===== config.mk =====
export PLATFORM = sky130hd
export DESIGN_NAME = timer_bank
export DESIGN_NICKNAME = d
export VERILOG_FILES = /design/src/rtl/timer_bank_pkg.sv /design/src/rtl/timer_bank_chan.sv /design/src/rtl/timer_bank.sv
export SDC_FILE = /design/constraint.sdc
export NUM_CORES = 1
export LEC_CHECK = 0
export ABC_AREA = 1
export CORE_MARGIN = 2
export CORE_UTILIZATION = 50
export DETAILED_ROUTE_END_ITERATION = 10
export HOLD_SLACK_MARGIN = 0.12
export PLACE_DENSITY = 0.77
export SLEW_MARGIN = 10
export SYNTH_ARGS = -nofsm -noshare
export SYNTH_HDL_FRONTEND = slang
export SYNTH_HIERARCHICAL = 1
export SYNTH_SLANG_ARGS = --single-unit

===== constraint.sdc =====
create_clock -name clk -period 1.8 [get_ports clk]
set_clock_uncertainty 0.2 [all_clocks]
set_input_delay 0.36 -clock clk [delete_from_list [all_inputs] [get_ports clk]]
set_output_delay 0.36 -clock clk [all_outputs]
set_load 0.05 [all_outputs]

===== src/rtl/timer_bank_pkg.sv =====
// Shared types and default sizes for the timer_bank block.
// Optional prescaler build is selected with TIMER_BANK_PRESCALE_EN.
package timer_bank_pkg;

   typedef enum logic {
      TMR_ONESHOT  = 1'b0,
      TMR_PERIODIC = 1'b1
   } tmr_mode_e;

   localparam int unsigned WIDTH_DEF = 10;
   localparam int unsigned NCH_DEF   = 2;
`ifdef TIMER_BANK_PRESCALE_EN
   localparam int unsigned PRESCALE_WIDTH_DEF = 8;
`endif

   function automatic tmr_mode_e mode_from_bit(input logic periodic);
      tmr_mode_e m;
      if (periodic) begin
         m = TMR_PERIODIC;
      end else begin
         m = TMR_ONESHOT;
      end
      return m;
   endfunction

endpackage


===== src/rtl/timer_bank_chan.sv =====
// One down-counting timer channel: one-shot or auto-reload, with stop and
// a registered single-cycle done pulse.
module timer_bank_chan
   import timer_bank_pkg::*;
#(
   parameter int unsigned WIDTH = WIDTH_DEF
) (
   input  logic             clk,
   input  logic             reset,
   input  logic             tick,
   input  logic             start,
   input  logic             periodic,
   input  logic             stop,
   input  logic [WIDTH-1:0] start_time,
   output logic [WIDTH-1:0] timer,
   output logic             busy,
   output logic             done
);

   logic [WIDTH-1:0] counter_q, counter_d;
   logic [WIDTH-1:0] reload_q, reload_d;
   tmr_mode_e        mode_q, mode_d;
   logic             run_q, run_d;
   logic             done_q, done_d;

   // Next state: start beats stop beats count/expire; done always self-clears.
   always_comb begin
      counter_d = counter_q;
      reload_d  = reload_q;
      mode_d    = mode_q;
      run_d     = run_q;
      done_d    = 1'b0;
      if (start) begin
         counter_d = start_time;
         reload_d  = start_time;
         mode_d    = mode_from_bit(periodic);
         run_d     = 1'b1;
      end else if (stop) begin
         if (run_q) begin
            run_d     = 1'b0;
            counter_d = '0;
         end else begin
            run_d     = run_q;
         end
      end else if (run_q && tick) begin
         if (counter_q != '0) begin
            counter_d = counter_q - WIDTH'(1'b1);
         end else begin
            done_d = 1'b1;
            if (mode_q == TMR_PERIODIC) begin
               counter_d = reload_q;
            end else begin
               run_d = 1'b0;
            end
         end
      end else begin
         counter_d = counter_q;
      end
   end

   // Channel state registers.
   always_ff @(posedge clk or posedge reset) begin
      if (reset) begin
         counter_q <= '0;
         reload_q  <= '0;
         mode_q    <= TMR_ONESHOT;
         run_q     <= 1'b0;
         done_q    <= 1'b0;
      end else begin
         counter_q <= counter_d;
         reload_q  <= reload_d;
         mode_q    <= mode_d;
         run_q     <= run_d;
         done_q    <= done_d;
      end
   end

   assign timer = counter_q;
   assign busy  = run_q;
   assign done  = done_q;

endmodule


===== src/rtl/timer_bank.sv =====
// Bank of NCH independent timers with a shared tick and done_any summary.
// Define TIMER_BANK_PRESCALE_EN to add the shared tick prescaler.
module timer_bank
   import timer_bank_pkg::*;
#(
   parameter int unsigned WIDTH = WIDTH_DEF,
   parameter int unsigned NCH   = NCH_DEF
`ifdef TIMER_BANK_PRESCALE_EN
   ,
   parameter int unsigned PRESCALE_WIDTH = PRESCALE_WIDTH_DEF
`endif
) (
   input  logic                  clk,
   input  logic                  reset,
   input  logic [NCH-1:0]        start_enable,
   input  logic [NCH-1:0]        periodic,
   input  logic [NCH-1:0]        stop,
   input  logic [NCH*WIDTH-1:0]  start_time,
`ifdef TIMER_BANK_PRESCALE_EN
   input  logic [PRESCALE_WIDTH-1:0] prescale_div,
`endif
   output logic [NCH*WIDTH-1:0]  timer,
   output logic [NCH-1:0]        busy,
   output logic [NCH-1:0]        done,
   output logic                  done_any
);

   logic tick_s;

`ifdef TIMER_BANK_PRESCALE_EN
   logic [PRESCALE_WIDTH-1:0] presc_q, presc_d;

   // Free-running divider; a divider lowered below the current count wraps at once.
   always_comb begin
      presc_d = presc_q;
      tick_s  = 1'b0;
      if (presc_q >= prescale_div) begin
         tick_s  = 1'b1;
         presc_d = '0;
      end else begin
         tick_s  = 1'b0;
         presc_d = presc_q + PRESCALE_WIDTH'(1'b1);
      end
   end

   // Prescaler count register.
   always_ff @(posedge clk or posedge reset) begin
      if (reset) begin
         presc_q <= '0;
      end else begin
         presc_q <= presc_d;
      end
   end
`else
   assign tick_s = 1'b1;
`endif

   for (genvar g = 0; g < NCH; g++) begin : g_chan
      timer_bank_chan #(
         .WIDTH(WIDTH)
      ) u_chan (
         .clk        (clk),
         .reset      (reset),
         .tick       (tick_s),
         .start      (start_enable[g]),
         .periodic   (periodic[g]),
         .stop       (stop[g]),
         .start_time (start_time[g*WIDTH +: WIDTH]),
         .timer      (timer[g*WIDTH +: WIDTH]),
         .busy       (busy[g]),
         .done       (done[g])
      );
   end

   assign done_any = |done;

endmodule


==> Yosys cells after proc, flatten, opt, wreduce, memory -nomap -nowiden <==
Cells that the tools add are included.
{ "word_totals": {"elab_cells": 53, "register_bits": 46, "out_inout_bits": 25, "in_bits": 28} }
{ "classes": {"reduce_logical": 9, "add_sub_neg": 2, "n_mux": 32} }
{ "op_table": {"columns": ["cell", "n"], "rows": [
  ["10-bit 2-to-1 mux", 12],
  ["1-bit 2-to-1 mux", 20],
  ["10-bit nonzero test", 2],
  ["10-bit by 1-bit subtractor with 10-bit output (second input constant)", 2],
  ["4-bit nonzero test", 2],
  ["2-bit AND reduction", 2],
  ["2-bit nonzero test", 2],
  ["2-bit OR reduction", 1]
]} }

==> Depth between registers and ports, before layout <==
Gate-level depths: netlist of run 1.
{ "depth": {"word_depth": 5, "depth_mapped": 13, "mapped_depth_nobuf": 13} }

==> Hierarchy <==
Netlist of run 1, hierarchy kept.
{ "modules_own_cells": {"columns": ["module", "cells_each", "seq_area_each_um2", "area_each_um2", "instances"], "rows": [
  ["timer_bank_chan", 194, 575.6, 1358.8, 2],
  ["timer_bank", 4, 0.0, 15.0, 1]
]} }

==> Worst setup path before layout of run 1 <==
Ideal clock, no wire load.
{ "synth_path": {"path_type": "reg2reg", "from": "register g_chan[0].u_chan.counter_q[0]", "to": "register g_chan[0].u_chan.counter_q[7]", "path_buffers": 0, "setup_slack_ns": -0.156, "synth_period_minus_slack_ns": 1.956, "path_stages_with_launch": 14, "setup_time_ns": 0.118, "arrival_time_ns": 1.638, "required_time_ns": 1.482, "path_cell_list": "dfrtp_1 inv_1 ha_1 inv_1 nor2_1 nand2_1 nor2_2 nand3_1 nand2_1 inv_1 nand2_1 nand2_1 nand2_1 nand2_1"} }
{ "synth_via": {"elab_chain_cells": 5, "word_cells_on_any_way": 8, "classes_between": "1 x add/sub; 4 x mux; 3 x reduce/logical"} }
{ "synth_lines": {"columns": ["item", "line", "source"], "rows": [
  ["from (decl)", "timer_bank_chan.sv:20", "logic [WIDTH-1:0] counter_q, counter_d;"],
  ["from (signal assigned)", "timer_bank_chan.sv:70", "counter_q <= counter_d;"],
  ["10-bit by 1-bit subtractor with 10-bit output or 10-bit nonzero test (tied branches)", "timer_bank_chan.sv:47, timer_bank_chan.sv:46", null],
  ["10-bit 2-to-1 mux", "timer_bank_chan.sv:46", "if (counter_q != '0) begin"],
  ["10-bit 2-to-1 mux", "timer_bank_chan.sv:45", "end else if (run_q && tick) begin"],
  ["10-bit 2-to-1 mux", "timer_bank_chan.sv:38", "end else if (stop) begin"],
  ["10-bit 2-to-1 mux", "timer_bank_chan.sv:33", "if (start) begin"]
]} }
Several ways; a longest one is shown, not always the timed one. The select of a mux whose other input is x is not followed.
A chain may end at the register's enable or synchronous reset.

==> Final worst setup path of run 1 <==
{ "layout_path": {"from": "register g_chan[0].u_chan.counter_q[9]", "to": "register g_chan[0].u_chan.counter_q[1]"} }
{ "layout_via": {"elab_chain_cells": 5, "word_cells_on_any_way": 7, "classes_between": "4 x mux; 3 x reduce/logical"} }
{ "layout_lines": {"columns": ["item", "line"], "rows": [
  ["10-bit nonzero test (*)", "timer_bank_chan.sv:46"],
  ["10-bit 2-to-1 mux", "timer_bank_chan.sv:46"],
  ["10-bit 2-to-1 mux", "timer_bank_chan.sv:45"],
  ["10-bit 2-to-1 mux", "timer_bank_chan.sv:38"],
  ["10-bit 2-to-1 mux", "timer_bank_chan.sv:33"]
]} }
Mark *: on every way between the ends. The rest lies on a longest branch, timed or not. The select of a mux whose other input is x is not followed.

==> results of run 1 <==
per-stage QoR:
stage	hold WS [ns]	power (W)	worst slack (ns)	std cells
3_5_place_dp	0.258	0.00277	-0.203	541
5_1_grt	0.285	0.00370	-0.105	554
3_3_place_gp	0.254	0.00274	-0.116	541
2_1_floorplan	0.162	0.00211	-0.0198	395
4_1_cts	0.256	0.00344	0.00972	549
6_report	0.246	0.00350	0.0210	554
flip-flops by register name, indices dropped and copies added, names as in the netlist:
register	cells
g_chan.u_chan/busy	2
g_chan.u_chan/done	2
g_chan.u_chan/mode_q	2
g_chan.u_chan/reload_q	20
g_chan.u_chan/timer	20
critical path: cells and delay by family (launching register included):
kind          cells  cell delay (ns)
buf+inv           1             0.07
flops             1             0.49
simple gates      7             0.91
layout by cell type, fill, tap and decap left out, drive strengths merged:
master,instances
conb,4
clkbuf,6
and2,2
nand3,36
nor3,4
o21ai,26
clkinvlp,1
clkinv,1
o2111ai,2
xor2,2
nand2,165
inv,56
dfrtp,46
a21oi,6
nand4,2
clkdlybuf4s50,27
buf,62
ha,2
nor2,34
logic make-up after synthesis:
family | Yosys count
flip-flops | 46
XOR/XNOR | 2
other | 1
buffers and inverters | 64
AND/OR/NAND/NOR | 243
adder cells (fa/ha/maj) | 2
AO/OA/AOI/OAI | 34
layout make-up:
| type | instances | area (um^2) | share of cell area |
|---|---|---|---|
| tap | 70 | 87.6 | 0.0218 |
| clock inverter | 2 | 12.5 | 0.00311 |
| multi-input combinational | 285 | 1420 | 0.352 |
| timing repair buffer | 89 | 1060 | 0.262 |
| sequential | 46 | 1160 | 0.287 |
| inverter | 56 | 215 | 0.0534 |
| clock buffer | 6 | 82.6 | 0.0205 |
power groups by stage:
stage / registers [W] / logic [W] / clock network (W)
2_1_floorplan: 0.00152 / 0.000585 / 0
3_3_place_gp: 0.00128 / 0.00146 / 0
3_5_place_dp: 0.00129 / 0.00148 / 0
4_1_cts: 0.00127 / 0.00149 / 0.000682
5_1_grt: 0.00129 / 0.00168 / 0.000728
6_report: 0.00127 / 0.00156 / 0.000671
per-layer routing:
metal / GRT usage / vias up
li1: - / 1395
met1: 0.347 / 1279
met2: 0.400 / 86
met3: 0.0419 / 8
met4: 0.0632 / 0
met5: 0 / -
repair_timing:
action / in CTS / in global routing
setup buffers: 0 / 5
pin swaps: 1 / 20
resized for setup: 1 / 18
endpoints found under the setup margin: 6 / 20
worst max path at each step:
stage	from	endpoint	cells past startpoint
global route	g_chan[1].u_chan/timer[1]$_DFFE_PP0P_	g_chan[1].u_chan/timer[1]$_DFFE_PP0P_	11
CTS	g_chan[1].u_chan/timer[0]$_DFFE_PP0P_	g_chan[1].u_chan/timer[1]$_DFFE_PP0P_	11
global placement	stop[0]	g_chan[0].u_chan/timer[9]$_DFFE_PP0P_	9
floorplan	g_chan[0].u_chan/timer[0]$_DFFE_PP0P_	g_chan[0].u_chan/timer[5]$_DFFE_PP0P_	11
detailed placement	start_enable[0]	g_chan[0].u_chan/timer[9]$_DFFE_PP0P_	9
finish	g_chan[0].u_chan/timer[9]$_DFFE_PP0P_	g_chan[0].u_chan/timer[1]$_DFFE_PP0P_	8
==> impl_metrics.prom, run 1 <==
# TYPE chip_impl_metric gauge
chip_impl_metric{name="ios",unit=""} 53
chip_impl_metric{name="ff2ff_setup_slack",unit="ns"} 0.02
chip_impl_info{name="cp_slowest_cell",value="sky130_fd_sc_hd__dfrtp_1"} 1
chip_impl_info{name="clock_tree.root_cell",value="sky130_fd_sc_hd__clkbuf_8"} 1
chip_impl_metric{name="die_height",unit="um"} 77.9
chip_impl_metric{name="worst-path-max-fanout",unit=""} 6
chip_impl_metric{name="maxClockFrequency",unit="GHz"} 0.562
chip_impl_metric{name="max_cap_violations",unit=""} 0
chip_impl_info{name="routed.top_layer",value="met4"} 1
chip_impl_metric{name="tritoncts.num_buffers",unit=""} 5
chip_impl_metric{name="ys_warn_count",unit=""} 6
chip_impl_metric{name="postPlaceCellArea",unit="mm^2"} 0.00384
chip_impl_info{name="worstPathCellList",value="nor2_4 > inv_2 > nor3_4 > nand2_1 > nand3_1 > nand2_1 > nand2_1 > nand2_1"} 1
chip_impl_metric{name="drt_wl_total",unit="um"} 7220
chip_impl_metric{name="synth_cell_types",unit=""} 26
chip_impl_metric{name="layout.cell_area.non_filler",unit="mm^2"} 0.00403
chip_impl_metric{name="grt.total_usage",unit=""} 0.247
chip_impl_metric{name="max_stage_delay",unit="ns"} 0.49
chip_impl_metric{name="nFillCells",unit=""} 387
chip_impl_metric{name="hold_viol",unit=""} 0
chip_impl_metric{name="timing.final.max_slew_violations",unit=""} 0
chip_impl_metric{name="final_antenna_net_count",unit=""} 0
chip_impl_metric{name="ir_worst_vdd",unit="mV"} 0.488
chip_impl_metric{name="clk_pin_slew",unit="ns"} 0.09
chip_impl_metric{name="die_width",unit="um"} 77.9
chip_impl_metric{name="post_synth.cell_area_avg",unit="um^2"} 6.97
chip_impl_info{name="dominantRegCellSynth",value="sky130_fd_sc_hd__dfrtp_1"} 1
chip_impl_metric{name="synth-xor-area-share",unit=""} 0.00641
chip_impl_info{name="criticalPathCategory",value="reg2reg"} 1
chip_impl_metric{name="met3_wirelength",unit="um"} 388
chip_impl_info{name="crit_path_end_kind",value="flip-flop"} 1
chip_impl_metric{name="place_congestion",unit=""} 0.944
chip_impl_info{name="cpMostUsedCell",value="sky130_fd_sc_hd__nand2_1"} 1
chip_impl_metric{name="drive_above_1_share",unit=""} 0.256
chip_impl_info{name="post_synth_main_area_contributors",value="sky130_fd_sc_hd__dfrtp_1 42%, sky130_fd_sc_hd__nand2_1 22%, sky130_fd_sc_hd__inv_1 6.3%"} 1
chip_impl_metric{name="final_core_util",unit=""} 0.774
chip_impl_metric{name="report.final.setup_viol",unit=""} 0
chip_impl_metric{name="timing.setup.tns",unit="ns"} 0
chip_impl_info{name="synth_top_cell_by_area",value="sky130_fd_sc_hd__dfrtp_1"} 1
chip_impl_metric{name="yosys.area_share.simple",unit=""} 0.397
chip_impl_metric{name="start_util",unit=""} 0.525
chip_impl_info{name="outcome",value="complete, no violations"} 1
chip_impl_metric{name="via_per_inst",unit=""} 5.00
chip_impl_metric{name="synth_enable_flop_cells",unit=""} 0
chip_impl_metric{name="power_per_cell_area",unit="mW/mm^2"} 870
chip_impl_metric{name="post_synth_fa_ha_maj_area_fraction",unit=""} 0.00916
chip_impl_info{name="rsz0062_at_grt",value="true"} 1
chip_impl_metric{name="internal-power",unit="W"} 0.00214
chip_impl_metric{name="final_period_minus_worst_setup_slack",unit="ns"} 1.78
chip_impl_metric{name="routed_wire_length_per_instance",unit="um"} 13.0
chip_impl_metric{name="tritonroute_pass_1_iters",unit=""} 5
chip_impl_metric{name="min_period_over_period",unit=""} 0.988
chip_impl_metric{name="die_area",unit="mm^2"} 0.00607
chip_impl_metric{name="cp.required",unit="ns"} 1.79
chip_impl_info{name="synth.top_cells.by_count",value="161 x sky130_fd_sc_hd__nand2_1, 46 x sky130_fd_sc_hd__dfrtp_1, 46 x sky130_fd_sc_hd__inv_1"} 1
chip_impl_metric{name="remaining_drc_errors",unit=""} 0
chip_impl_metric{name="syn-cell-area",unit="mm^2"} 0.00273
chip_impl_info{name="tritoncts",value="yes"} 1
chip_impl_metric{name="drt_iter0_markers",unit=""} 205
chip_impl_info{name="hold_class",value="in2async"} 1
chip_impl_metric{name="n_antenna_cell",unit=""} 0
chip_impl_info{name="synth_most_common_cell",value="sky130_fd_sc_hd__nand2_1"} 1
chip_impl_metric{name="synth-seq-area-share",unit=""} 0.421
chip_impl_metric{name="ctsHtreeMaxLevel",unit=""} 2
chip_impl_metric{name="synthesis.instances",unit=""} 392
chip_impl_metric{name="clk-insertion-delay-late",unit="ns"} 0.30
chip_impl_metric{name="hpwl",unit="um"} 5320
chip_impl_metric{name="total_leakage_power",unit="nW"} 2.06
chip_impl_metric{name="synth_compound_gate_area_share",unit=""} 0.0678
chip_impl_metric{name="placeableCoreArea",unit="mm^2"} 0.00520
chip_impl_metric{name="first_global_vias",unit=""} 2618
chip_impl_metric{name="asyncSetResetFlopFracSynth",unit=""} 1.00
chip_impl_metric{name="cts-hold-fix-buffers",unit=""} 0
chip_impl_metric{name="io_buffers",unit=""} 52
chip_impl_metric{name="pwr-share-comb",unit=""} 0.445
chip_impl_info{name="r2r_end",value="g_chan[0].u_chan/timer[1]$_DFFE_PP0P_"} 1
chip_impl_metric{name="cts.sinks",unit=""} 46
chip_impl_metric{name="power_switching_share",unit=""} 0.390
chip_impl_metric{name="worst-endpoint-arrival",unit="ns"} 1.77
chip_impl_metric{name="reg2reg_depth",unit=""} 8
chip_impl_metric{name="power.share.sequential",unit=""} 0.364
chip_impl_metric{name="std_cell_rows",unit=""} 26
chip_impl_metric{name="postSynthRegisterBits",unit=""} 46
chip_impl_metric{name="grt_pass1_wl",unit="um"} 12000
chip_impl_info{name="r2r-start",value="g_chan[0].u_chan/timer[9]$_DFFE_PP0P_"} 1
chip_impl_metric{name="synthMuxAreaShare",unit=""} 0
chip_impl_metric{name="grt_antenna_before_repair",unit=""} 0
chip_impl_metric{name="wl_met2",unit="um"} 3460
chip_impl_metric{name="finalNetCount",unit=""} 513
chip_impl_metric{name="vias_after_detailed_routing",unit=""} 2768
chip_impl_info{name="crit_path_start_kind",value="flip-flop"} 1
chip_impl_metric{name="net-switching-power",unit="W"} 0.00137
chip_impl_metric{name="largest_net_degree_at_the_start_of_global_routing",unit=""} 24
chip_impl_metric{name="wirelength_met1",unit="um"} 3280
chip_impl_metric{name="grt.overflow.total",unit=""} 0
chip_impl_metric{name="cts_max_path_bufs",unit=""} 2
chip_impl_info{name="synth_top_family_by_area",value="simple AND/OR/NAND/NOR gates"} 1
chip_impl_metric{name="clock_power_share",unit=""} 0.192
chip_impl_metric{name="area_growth_syn_to_layout",unit="%"} 47.3
chip_impl_metric{name="synth_top_area_frac",unit=""} 0.421
Power figures use the tool's default switching activity.
==> inputs of run 2 (changes only) <==
--- a/config.mk
+++ b/config.mk
@@ -7,10 +7,9 @@
 export LEC_CHECK = 0
 export ABC_AREA = 1
 export CORE_MARGIN = 2
-export CORE_UTILIZATION = 50
+export CORE_UTILIZATION = 40
 export DETAILED_ROUTE_END_ITERATION = 10
 export HOLD_SLACK_MARGIN = 0.12
-export PLACE_DENSITY = 0.77
 export SLEW_MARGIN = 10
 export SYNTH_ARGS = -nofsm -noshare
 export SYNTH_HDL_FRONTEND = slang
==> run 2 against run 1 <==
Net effect:
- the flow now finishes with violations (negative setup slack)
- highest routed layer unchanged
- first-iteration DRC count decreased by 41%
- critical endpoint is now g_chan[0].u_chan/timer[9]$_DFFE_PP0P_
- worst setup slack lost 0.047 ns
- sequential cell count unchanged
- total power grew 2.2%
- register-to-register slack worse by 0.05 ns
- largest power group unchanged
- clock power up 0.9%
==> impl_metrics.prom, run 2 (synthesized netlist as in run 1, its figures left out) <==
# TYPE chip_impl_metric gauge
chip_impl_info{name="outcome",value="complete, but fails checks"} 1
chip_impl_info{name="failed_checks",value="negative setup slack"} 1
chip_impl_metric{name="cts.sinks",unit=""} 46
chip_impl_info{name="final_common_cell",value="sky130_fd_sc_hd__nand2_1"} 1
chip_impl_metric{name="power_per_cell_area",unit="mW/mm^2"} 852
chip_impl_metric{name="max_cap_violations",unit=""} 0
chip_impl_metric{name="post_layout_nonfiller_instances",unit=""} 579
chip_impl_metric{name="timing.final.max_slew_violations",unit=""} 0
chip_impl_info{name="hold_class",value="in2async"} 1
chip_impl_info{name="critical-path-top-delay-family",value="simple AND/OR/NAND/NOR gates"} 1
chip_impl_info{name="criticalPathCategory",value="reg2reg"} 1
chip_impl_metric{name="die_width",unit="um"} 86.7
chip_impl_info{name="r2r-start",value="g_chan[0].u_chan/timer[0]$_DFFE_PP0P_"} 1
chip_impl_metric{name="std_cell_rows",unit=""} 30
chip_impl_metric{name="finalNetCount",unit=""} 528
chip_impl_metric{name="drt_iter0_markers",unit=""} 120
chip_impl_metric{name="final_core_util",unit=""} 0.626
chip_impl_metric{name="report.final.setup_viol",unit=""} 1
chip_impl_metric{name="cp.required",unit="ns"} 1.79
chip_impl_metric{name="final_antenna_net_count",unit=""} 0
chip_impl_metric{name="first_global_vias",unit=""} 2558
chip_impl_metric{name="place_congestion",unit=""} 0.880
chip_impl_info{name="rsz0062_at_grt",value="true"} 1
chip_impl_metric{name="layout.cell_area.non_filler",unit="mm^2"} 0.00421
chip_impl_metric{name="cts_max_path_bufs",unit=""} 2
chip_impl_metric{name="ios",unit=""} 53
chip_impl_metric{name="total_leakage_power",unit="nW"} 2.15
chip_impl_metric{name="routed_wire_length_per_instance",unit="um"} 12.8
chip_impl_metric{name="drt_wl_total",unit="um"} 7410
chip_impl_metric{name="largest_net_degree_at_the_start_of_global_routing",unit=""} 24
chip_impl_metric{name="placeableCoreArea",unit="mm^2"} 0.00672
chip_impl_metric{name="max_stage_delay",unit="ns"} 0.42
chip_impl_metric{name="remaining_drc_errors",unit=""} 0
chip_impl_metric{name="clk_pin_slew",unit="ns"} 0.09
chip_impl_metric{name="area_growth_syn_to_layout",unit="%"} 53.9
chip_impl_metric{name="hold_viol",unit=""} 0
chip_impl_metric{name="grt.total_usage",unit=""} 0.204
chip_impl_metric{name="via_per_inst",unit=""} 4.77
chip_impl_info{name="crit_path_end_kind",value="flip-flop"} 1
chip_impl_metric{name="worst-path-max-fanout",unit=""} 4
chip_impl_metric{name="reg2reg_depth",unit=""} 13
chip_impl_metric{name="postPlaceCellArea",unit="mm^2"} 0.00394
chip_impl_metric{name="worstSetupPathDepth",unit=""} 13
chip_impl_info{name="critical_path_start",value="g_chan[0].u_chan/timer[0]$_DFFE_PP0P_"} 1
chip_impl_metric{name="placed_cells",unit=""} 561
chip_impl_metric{name="drive_above_1_share",unit=""} 0.297
chip_impl_metric{name="worst-endpoint-arrival",unit="ns"} 1.82
chip_impl_metric{name="start_util",unit=""} 0.407
chip_impl_metric{name="die_area",unit="mm^2"} 0.00751
chip_impl_info{name="crit_end",value="g_chan[0].u_chan/timer[9]$_DFFE_PP0P_"} 1
chip_impl_metric{name="maxClockFrequency",unit="GHz"} 0.548
chip_impl_metric{name="die_height",unit="um"} 86.7
chip_impl_metric{name="grt.overflow.total",unit=""} 0
chip_impl_metric{name="clk-insertion-delay-late",unit="ns"} 0.30
chip_impl_metric{name="ff2ff_setup_slack",unit="ns"} -0.03
chip_impl_metric{name="worstPathBufferInverterCount",unit=""} 5
chip_impl_metric{name="min_period_over_period",unit=""} 1.01
chip_impl_metric{name="nFillCells",unit=""} 607
chip_impl_info{name="tritoncts",value="yes"} 1
chip_impl_metric{name="timing.final.ws_setup",unit="ns"} -0.0257
chip_impl_info{name="worstPathCellList",value="inv_2 > ha_4 > inv_2 > nor2_2 > nand2_2 > buf_12 > nor2_4 > buf_4 > nand3_1 > nand2_1 > inv_1 > nand2_1 > a21oi_1"} 1
chip_impl_metric{name="cts-hold-fix-buffers",unit=""} 0
chip_impl_info{name="cp_slowest_cell",value="sky130_fd_sc_hd__dfrtp_2"} 1
chip_impl_metric{name="hpwl",unit="um"} 5530
chip_impl_metric{name="grt_antenna_before_repair",unit=""} 0
chip_impl_metric{name="tritonroute_pass_1_iters",unit=""} 4
chip_impl_metric{name="n_antenna_cell",unit=""} 0
chip_impl_info{name="clock_tree.root_cell",value="sky130_fd_sc_hd__clkbuf_8"} 1
chip_impl_metric{name="io_buffers",unit=""} 52
chip_impl_info{name="crit_path_start_kind",value="flip-flop"} 1
chip_impl_metric{name="vias_after_detailed_routing",unit=""} 2763
chip_impl_metric{name="tritoncts.num_buffers",unit=""} 5
chip_impl_metric{name="ir_worst_vdd",unit="mV"} 0.459
chip_impl_metric{name="ctsHtreeMaxLevel",unit=""} 2
chip_impl_info{name="r2r_end",value="g_chan[0].u_chan/timer[9]$_DFFE_PP0P_"} 1
chip_impl_metric{name="final_period_minus_worst_setup_slack",unit="ns"} 1.83
chip_impl_metric{name="grt_pass1_wl",unit="um"} 12100
chip_impl_info{name="mostFrequentLayoutCells",value="154 x sky130_fd_sc_hd__nand2_1, 46 x sky130_fd_sc_hd__buf_4, 42 x sky130_fd_sc_hd__dfrtp_1"} 1
## run 2: cell count changes in the layout (fill, tap and decap cells not counted), moves of 2 or more
cell / previous run / this run
sky130_fd_sc_hd__o21ai_1: 2 / 5
sky130_fd_sc_hd__nor2_4: 10 / 8
sky130_fd_sc_hd__nand3_1: 33 / 26
sky130_fd_sc_hd__o21ai_0: 21 / 18
sky130_fd_sc_hd__nand3_2: 1 / 9
sky130_fd_sc_hd__buf_6: 2 / 4
sky130_fd_sc_hd__nand2_1: 158 / 154
sky130_fd_sc_hd__nand2_2: 5 / 9
sky130_fd_sc_hd__buf_4: 35 / 46
## run 2: worst min path at each step
stage | from | end | slack [ns]
floorplan | reset | g_chan[0].u_chan/busy$_DFFE_PP0P_ | 0.16
global placement | g_chan[1].u_chan/reload_q[2]$_DFFE_PP0P_ | g_chan[1].u_chan/reload_q[2]$_DFFE_PP0P_ | 0.25
detailed placement | g_chan[0].u_chan/reload_q[4]$_DFFE_PP0P_ | g_chan[0].u_chan/reload_q[4]$_DFFE_PP0P_ | 0.26
CTS | reset | g_chan[1].u_chan/timer[9]$_DFFE_PP0P_ | 0.24
global route | reset | g_chan[1].u_chan/timer[9]$_DFFE_PP0P_ | 0.26
finish | reset | g_chan[1].u_chan/timer[9]$_DFFE_PP0P_ | 0.23
## run 2: per-stage QoR
| step | power (W) | setup TNS, ns | setup slack, ns | hold WS (ns) |
|---|---|---|---|---|
| after global placement | 0.00281 | -2.88 | -0.166 | 0.253 |
| after CTS | 0.00351 | 0 | 0.00266 | 0.241 |
| after global routing | 0.00378 | -1.22 | -0.175 | 0.261 |
| after detailed placement | 0.00283 | -4.37 | -0.237 | 0.259 |
| after floorplan | 0.00211 | -0.146 | -0.0198 | 0.162 |
| final | 0.00358 | -0.0257 | -0.0257 | 0.231 |
## run 2: power breakdown
part	internal, W	switching, W	total (W)
combinational	0.000730	0.000922	0.00165
sequential	0.00115	0.000105	0.00125
clock	0.000311	0.000366	0.000677
## run 2: what timing repair did
action,4_1_cts,5_1_grt
cloned,0,1
buffers inserted,0,9
endpoints found under the setup margin,7,21
pin swaps,2,14
gates resized for setup,1,32
## run 2: cell type report
class / count / area, um^2 / share of cell area
Clock buffer: 7 / 86.3 / 0.0205
Sequential cell: 46 / 1160 / 0.275
Inverter: 56 / 218 / 0.0518
Clock inverter: 1 / 5.00 / 0.00119
Tap cell: 80 / 100 / 0.0238
Timing Repair Buffer: 103 / 1180 / 0.281
Multi-Input combinational cell: 286 / 1460 / 0.347
## run 2: worst reg2reg max path: cells and delay by family, from the launching register on
kind,cells,cell delay [ns]
simple gates,6,0.48
fa+ha+maj,1,0.14
compound gates,1,0.06
flops,1,0.42
buf+inv,5,0.43
## run 2: metal layers
metal	GRT usage	vias up	wire, um	part of all wire
met5	0	-	0	0
met4	0.0526	0	58	0.0078
met3	0.0314	5	274	0.037
met2	0.306	63	3300	0.44
met1	0.307	1273	3780	0.51
li1	-	1422	-	-
==> inputs of run 3 (changes only) <==
--- a/config.mk
+++ b/config.mk
@@ -5,11 +5,11 @@
 export SDC_FILE = /design/constraint.sdc
 export NUM_CORES = 1
 export LEC_CHECK = 0
-export ABC_AREA = 1
 export CORE_MARGIN = 2
 export CORE_UTILIZATION = 40
 export DETAILED_ROUTE_END_ITERATION = 10
 export HOLD_SLACK_MARGIN = 0.12
+export PLACE_DENSITY = 0.65
 export SLEW_MARGIN = 10
 export SYNTH_ARGS = -nofsm -noshare
 export SYNTH_HDL_FRONTEND = slang
==> run 3 against run 2 <==
Net effect:
- the run still ends with negative setup slack left
- via count is 7.5% lower
- area after synthesis is 7.4% lower
- critical path depth is 5 lower
- largest cell class is now non-clock buffers
==> impl_metrics.prom, run 3 <==
# TYPE chip_impl_metric gauge
chip_impl_info{name="outcome",value="complete, but fails checks"} 1
chip_impl_info{name="failed_checks",value="negative setup slack"} 1
chip_impl_metric{name="largest_net_degree_at_the_start_of_global_routing",unit=""} 24
chip_impl_metric{name="report.final.setup_viol",unit=""} 24
chip_impl_metric{name="area_growth_syn_to_layout",unit="%"} 72.3
chip_impl_metric{name="worstPathBufferInverterCount",unit=""} 2
chip_impl_metric{name="die_height",unit="um"} 83.5
chip_impl_metric{name="worst-endpoint-arrival",unit="ns"} 2.47
chip_impl_metric{name="grt_antenna_before_repair",unit=""} 0
chip_impl_metric{name="cp.required",unit="ns"} 1.79
chip_impl_metric{name="power_per_cell_area",unit="mW/mm^2"} 813
chip_impl_metric{name="std_cell_rows",unit=""} 28
chip_impl_metric{name="cts.sinks",unit=""} 46
chip_impl_metric{name="tritonroute_pass_1_iters",unit=""} 4
chip_impl_metric{name="max_stage_delay",unit="ns"} 0.49
chip_impl_info{name="mostFrequentLayoutCells",value="66 x sky130_fd_sc_hd__buf_4, 42 x sky130_fd_sc_hd__dfrtp_1, 27 x sky130_fd_sc_hd__buf_12, 27 x sky130_fd_sc_hd__clkdlybuf4s50_1, 18 x sky130_fd_sc_hd__nand2_1"} 1
chip_impl_metric{name="final_period_minus_worst_setup_slack",unit="ns"} 2.48
chip_impl_metric{name="grt.overflow.total",unit=""} 0
chip_impl_metric{name="io_buffers",unit=""} 52
chip_impl_metric{name="asyncSetResetFlopFracSynth",unit=""} 1.00
chip_impl_info{name="dominantRegCellSynth",value="sky130_fd_sc_hd__dfrtp_1"} 1
chip_impl_metric{name="die_width",unit="um"} 83.5
chip_impl_metric{name="remaining_drc_errors",unit=""} 0
chip_impl_metric{name="synth_cell_types",unit=""} 43
chip_impl_metric{name="n_antenna_cell",unit=""} 0
chip_impl_metric{name="clk-insertion-delay-late",unit="ns"} 0.30
chip_impl_metric{name="post_synth.cell_area_avg",unit="um^2"} 9.88
chip_impl_info{name="synth_top_cell_by_area",value="sky130_fd_sc_hd__dfrtp_1"} 1
chip_impl_info{name="crit_path_end_kind",value="flip-flop"} 1
chip_impl_metric{name="placeableCoreArea",unit="mm^2"} 0.00603
chip_impl_info{name="post_synth_main_area_contributors",value="sky130_fd_sc_hd__dfrtp_1 45%, sky130_fd_sc_hd__mux2_2 6.2%, sky130_fd_sc_hd__o21ai_0 5.1%"} 1
chip_impl_metric{name="routed_wire_length_per_instance",unit="um"} 17.7
chip_impl_metric{name="synth-seq-area-share",unit=""} 0.455
chip_impl_info{name="clock_tree.root_cell",value="sky130_fd_sc_hd__clkbuf_8"} 1
chip_impl_info{name="final_common_cell",value="sky130_fd_sc_hd__buf_4"} 1
chip_impl_metric{name="vias_after_detailed_routing",unit=""} 2557
chip_impl_metric{name="place_congestion",unit=""} 0.914
chip_impl_metric{name="ios",unit=""} 53
chip_impl_metric{name="final_antenna_net_count",unit=""} 0
chip_impl_metric{name="ctsHtreeMaxLevel",unit=""} 2
chip_impl_metric{name="timing.final.max_slew_violations",unit=""} 0
chip_impl_metric{name="grt_pass1_wl",unit="um"} 13000
chip_impl_info{name="criticalPathCategory",value="reg2reg"} 1
chip_impl_metric{name="synthesis.instances",unit=""} 256
chip_impl_metric{name="min_period_over_period",unit=""} 1.38
chip_impl_metric{name="total_leakage_power",unit="nW"} 1.95
chip_impl_metric{name="final_core_util",unit=""} 0.723
chip_impl_info{name="r2r_end",value="g_chan[1].u_chan/timer[3]$_DFFE_PP0P_"} 1
chip_impl_info{name="critical-path-top-delay-family",value="simple AND/OR/NAND/NOR gates"} 1
chip_impl_info{name="synth.top_cells.by_count",value="46 x sky130_fd_sc_hd__dfrtp_1, 26 x sky130_fd_sc_hd__o21ai_0, 22 x sky130_fd_sc_hd__nand2_1"} 1
chip_impl_metric{name="maxClockFrequency",unit="GHz"} 0.403
chip_impl_info{name="crit_path_start_kind",value="flip-flop"} 1
chip_impl_metric{name="hold_viol",unit=""} 0
chip_impl_metric{name="die_area",unit="mm^2"} 0.00698
chip_impl_metric{name="via_per_inst",unit=""} 5.48
chip_impl_metric{name="ys_warn_count",unit=""} 6
chip_impl_info{name="cp_slowest_cell",value="sky130_fd_sc_hd__or4b_4"} 1
chip_impl_metric{name="drt_iter0_markers",unit=""} 137
chip_impl_info{name="worstPathCellList",value="inv_2 > ha_4 > or4b_4 > or2_4 > o41ai_4 > buf_4 > a2111oi_2 > a221o_1"} 1
chip_impl_metric{name="hpwl",unit="um"} 5520
chip_impl_metric{name="nFillCells",unit=""} 409
chip_impl_metric{name="worst-path-max-fanout",unit=""} 5
chip_impl_metric{name="ff2ff_setup_slack",unit="ns"} -0.68
chip_impl_metric{name="synth_enable_flop_cells",unit=""} 0
chip_impl_metric{name="synth_top_area_frac",unit=""} 0.455
chip_impl_info{name="hold_class",value="in2async"} 1
chip_impl_metric{name="cts_max_path_bufs",unit=""} 2
chip_impl_metric{name="drive_above_1_share",unit=""} 0.490
chip_impl_metric{name="clk_pin_slew",unit="ns"} 0.10
chip_impl_info{name="synth_most_common_cell",value="sky130_fd_sc_hd__dfrtp_1"} 1
chip_impl_metric{name="postSynthRegisterBits",unit=""} 46
chip_impl_metric{name="start_util",unit=""} 0.420
chip_impl_metric{name="timing.final.ws_setup",unit="ns"} -0.680
chip_impl_metric{name="drt_wl_total",unit="um"} 8240
chip_impl_info{name="r2r-start",value="g_chan[1].u_chan/timer[1]$_DFFE_PP0P_"} 1
chip_impl_metric{name="finalNetCount",unit=""} 421
chip_impl_metric{name="max_cap_violations",unit=""} 0
chip_impl_metric{name="syn-cell-area",unit="mm^2"} 0.00253
chip_impl_metric{name="reg2reg_depth",unit=""} 8
chip_impl_metric{name="grt.total_usage",unit=""} 0.232
chip_impl_metric{name="fin_hold_ws",unit="ns"} 0.241
chip_impl_metric{name="first_global_vias",unit=""} 2743
chip_impl_info{name="rsz0062_at_grt",value="true"} 1
chip_impl_metric{name="ir_worst_vdd",unit="mV"} 0.498
chip_impl_metric{name="tritoncts.num_buffers",unit=""} 5
chip_impl_info{name="tritoncts",value="yes"} 1
## run 3: cell count changes after synthesis, moves of 6 or more
cell	change
sky130_fd_sc_hd__clkbuf_1	+8
sky130_fd_sc_hd__nor2_2	-6
sky130_fd_sc_hd__nor2_1	-10
sky130_fd_sc_hd__mux2_2	+14
sky130_fd_sc_hd__inv_2	-10
sky130_fd_sc_hd__inv_1	-28
sky130_fd_sc_hd__nand3_1	-34
sky130_fd_sc_hd__nand2_1	-139
sky130_fd_sc_hd__o21ai_2	+6
sky130_fd_sc_hd__nor3_1	+6
## run 3: worst min-delay path, stage by stage
cell,delay [ns]
sky130_fd_sc_hd__clkdlybuf4s50_1,0.43
sky130_fd_sc_hd__inv_1,0.06
sky130_fd_sc_hd__buf_4,0.30
## run 3: worst max path at each step
stage / startpoint / end / slack (ns) / cells past startpoint
final: g_chan[1].u_chan/timer[1]$_DFFE_PP0P_ / g_chan[1].u_chan/timer[3]$_DFFE_PP0P_ / -0.68 / 8
after global routing: g_chan[1].u_chan/timer[1]$_DFFE_PP0P_ / g_chan[1].u_chan/timer[3]$_DFFE_PP0P_ / -0.74 / 8
after CTS: g_chan[0].u_chan/timer[0]$_DFFE_PP0P_ / g_chan[0].u_chan/timer[3]$_DFFE_PP0P_ / -0.61 / 8
after detailed placement: g_chan[0].u_chan/timer[1]$_DFFE_PP0P_ / g_chan[0].u_chan/timer[3]$_DFFE_PP0P_ / -0.70 / 8
after global placement: g_chan[0].u_chan/timer[1]$_DFFE_PP0P_ / g_chan[0].u_chan/timer[3]$_DFFE_PP0P_ / -0.64 / 8
after floorplan: g_chan[0].u_chan/timer[1]$_DFFE_PP0P_ / g_chan[0].u_chan/timer[2]$_DFFE_PP0P_ / -0.96 / 7
## run 3: routing by layer
layer	GRT usage	wire (um)	part of all wire
met5	0	0	0
met4	0.0836	230	0.028
met3	0.0425	420	0.051
met2	0.421	4490	0.54
met1	0.274	3100	0.38
## run 3: cell families after synthesis
group	after synthesis	share of synthesized area
AO/OA/AOI/OAI	84	0.245
XOR/XNOR	4	0.0139
adder cells (fa/ha/maj)	2	0.00989
buffers and inverters	32	0.0544
flip-flops	46	0.455
multiplexers	16	0.0742
other	1	0.00148
AND/OR/NAND/NOR	71	0.146
## run 3: area by class of cell
| cell class | count | area (um^2) | area share |
|---|---|---|---|
| Clock buffer | 5 | 68.8 | 0.0158 |
| Sequential cell | 46 | 1160 | 0.265 |
| Tap cell | 75 | 93.8 | 0.0215 |
| Multi-Input combinational cell | 183 | 1450 | 0.333 |
| Timing Repair Buffer | 137 | 1500 | 0.344 |
| Clock inverter | 3 | 21.3 | 0.00488 |
| Inverter | 18 | 67.6 | 0.0155 |
## run 3: repair_timing
action,4_1_cts,5_1_grt
hold buffers,0,0
resized for setup,26,25
setup buffers,15,9
pin swaps,21,14
setup endpoints to repair,24,24
## run 3: per-stage QoR
step	setup WS (ns)	power (W)	area (um^2)	setup TNS, ns	instances
6_report	-0.680	0.00354	4360	-13.60	467
5_1_grt	-0.737	0.00371	4360	-15.01	467
4_1_cts	-0.615	0.00346	4180	-11.84	460
3_5_place_dp	-0.704	0.00272	3890	-14.34	440
3_3_place_gp	-0.643	0.00268	3890	-13.14	440
2_1_floorplan	-0.962	0.00197	2610	-20.75	261
## run 3: report_power, final
| part | leakage (nW) | switching [W] | internal (W) | total [W] |
|---|---|---|---|---|
| Clock | 0.0441 | 0.000378 | 0.000274 | 0.000652 |
| Sequential | 0.557 | 0.0000777 | 0.00115 | 0.00123 |
| Combinational | 1.35 | 0.000835 | 0.000826 | 0.00166 |
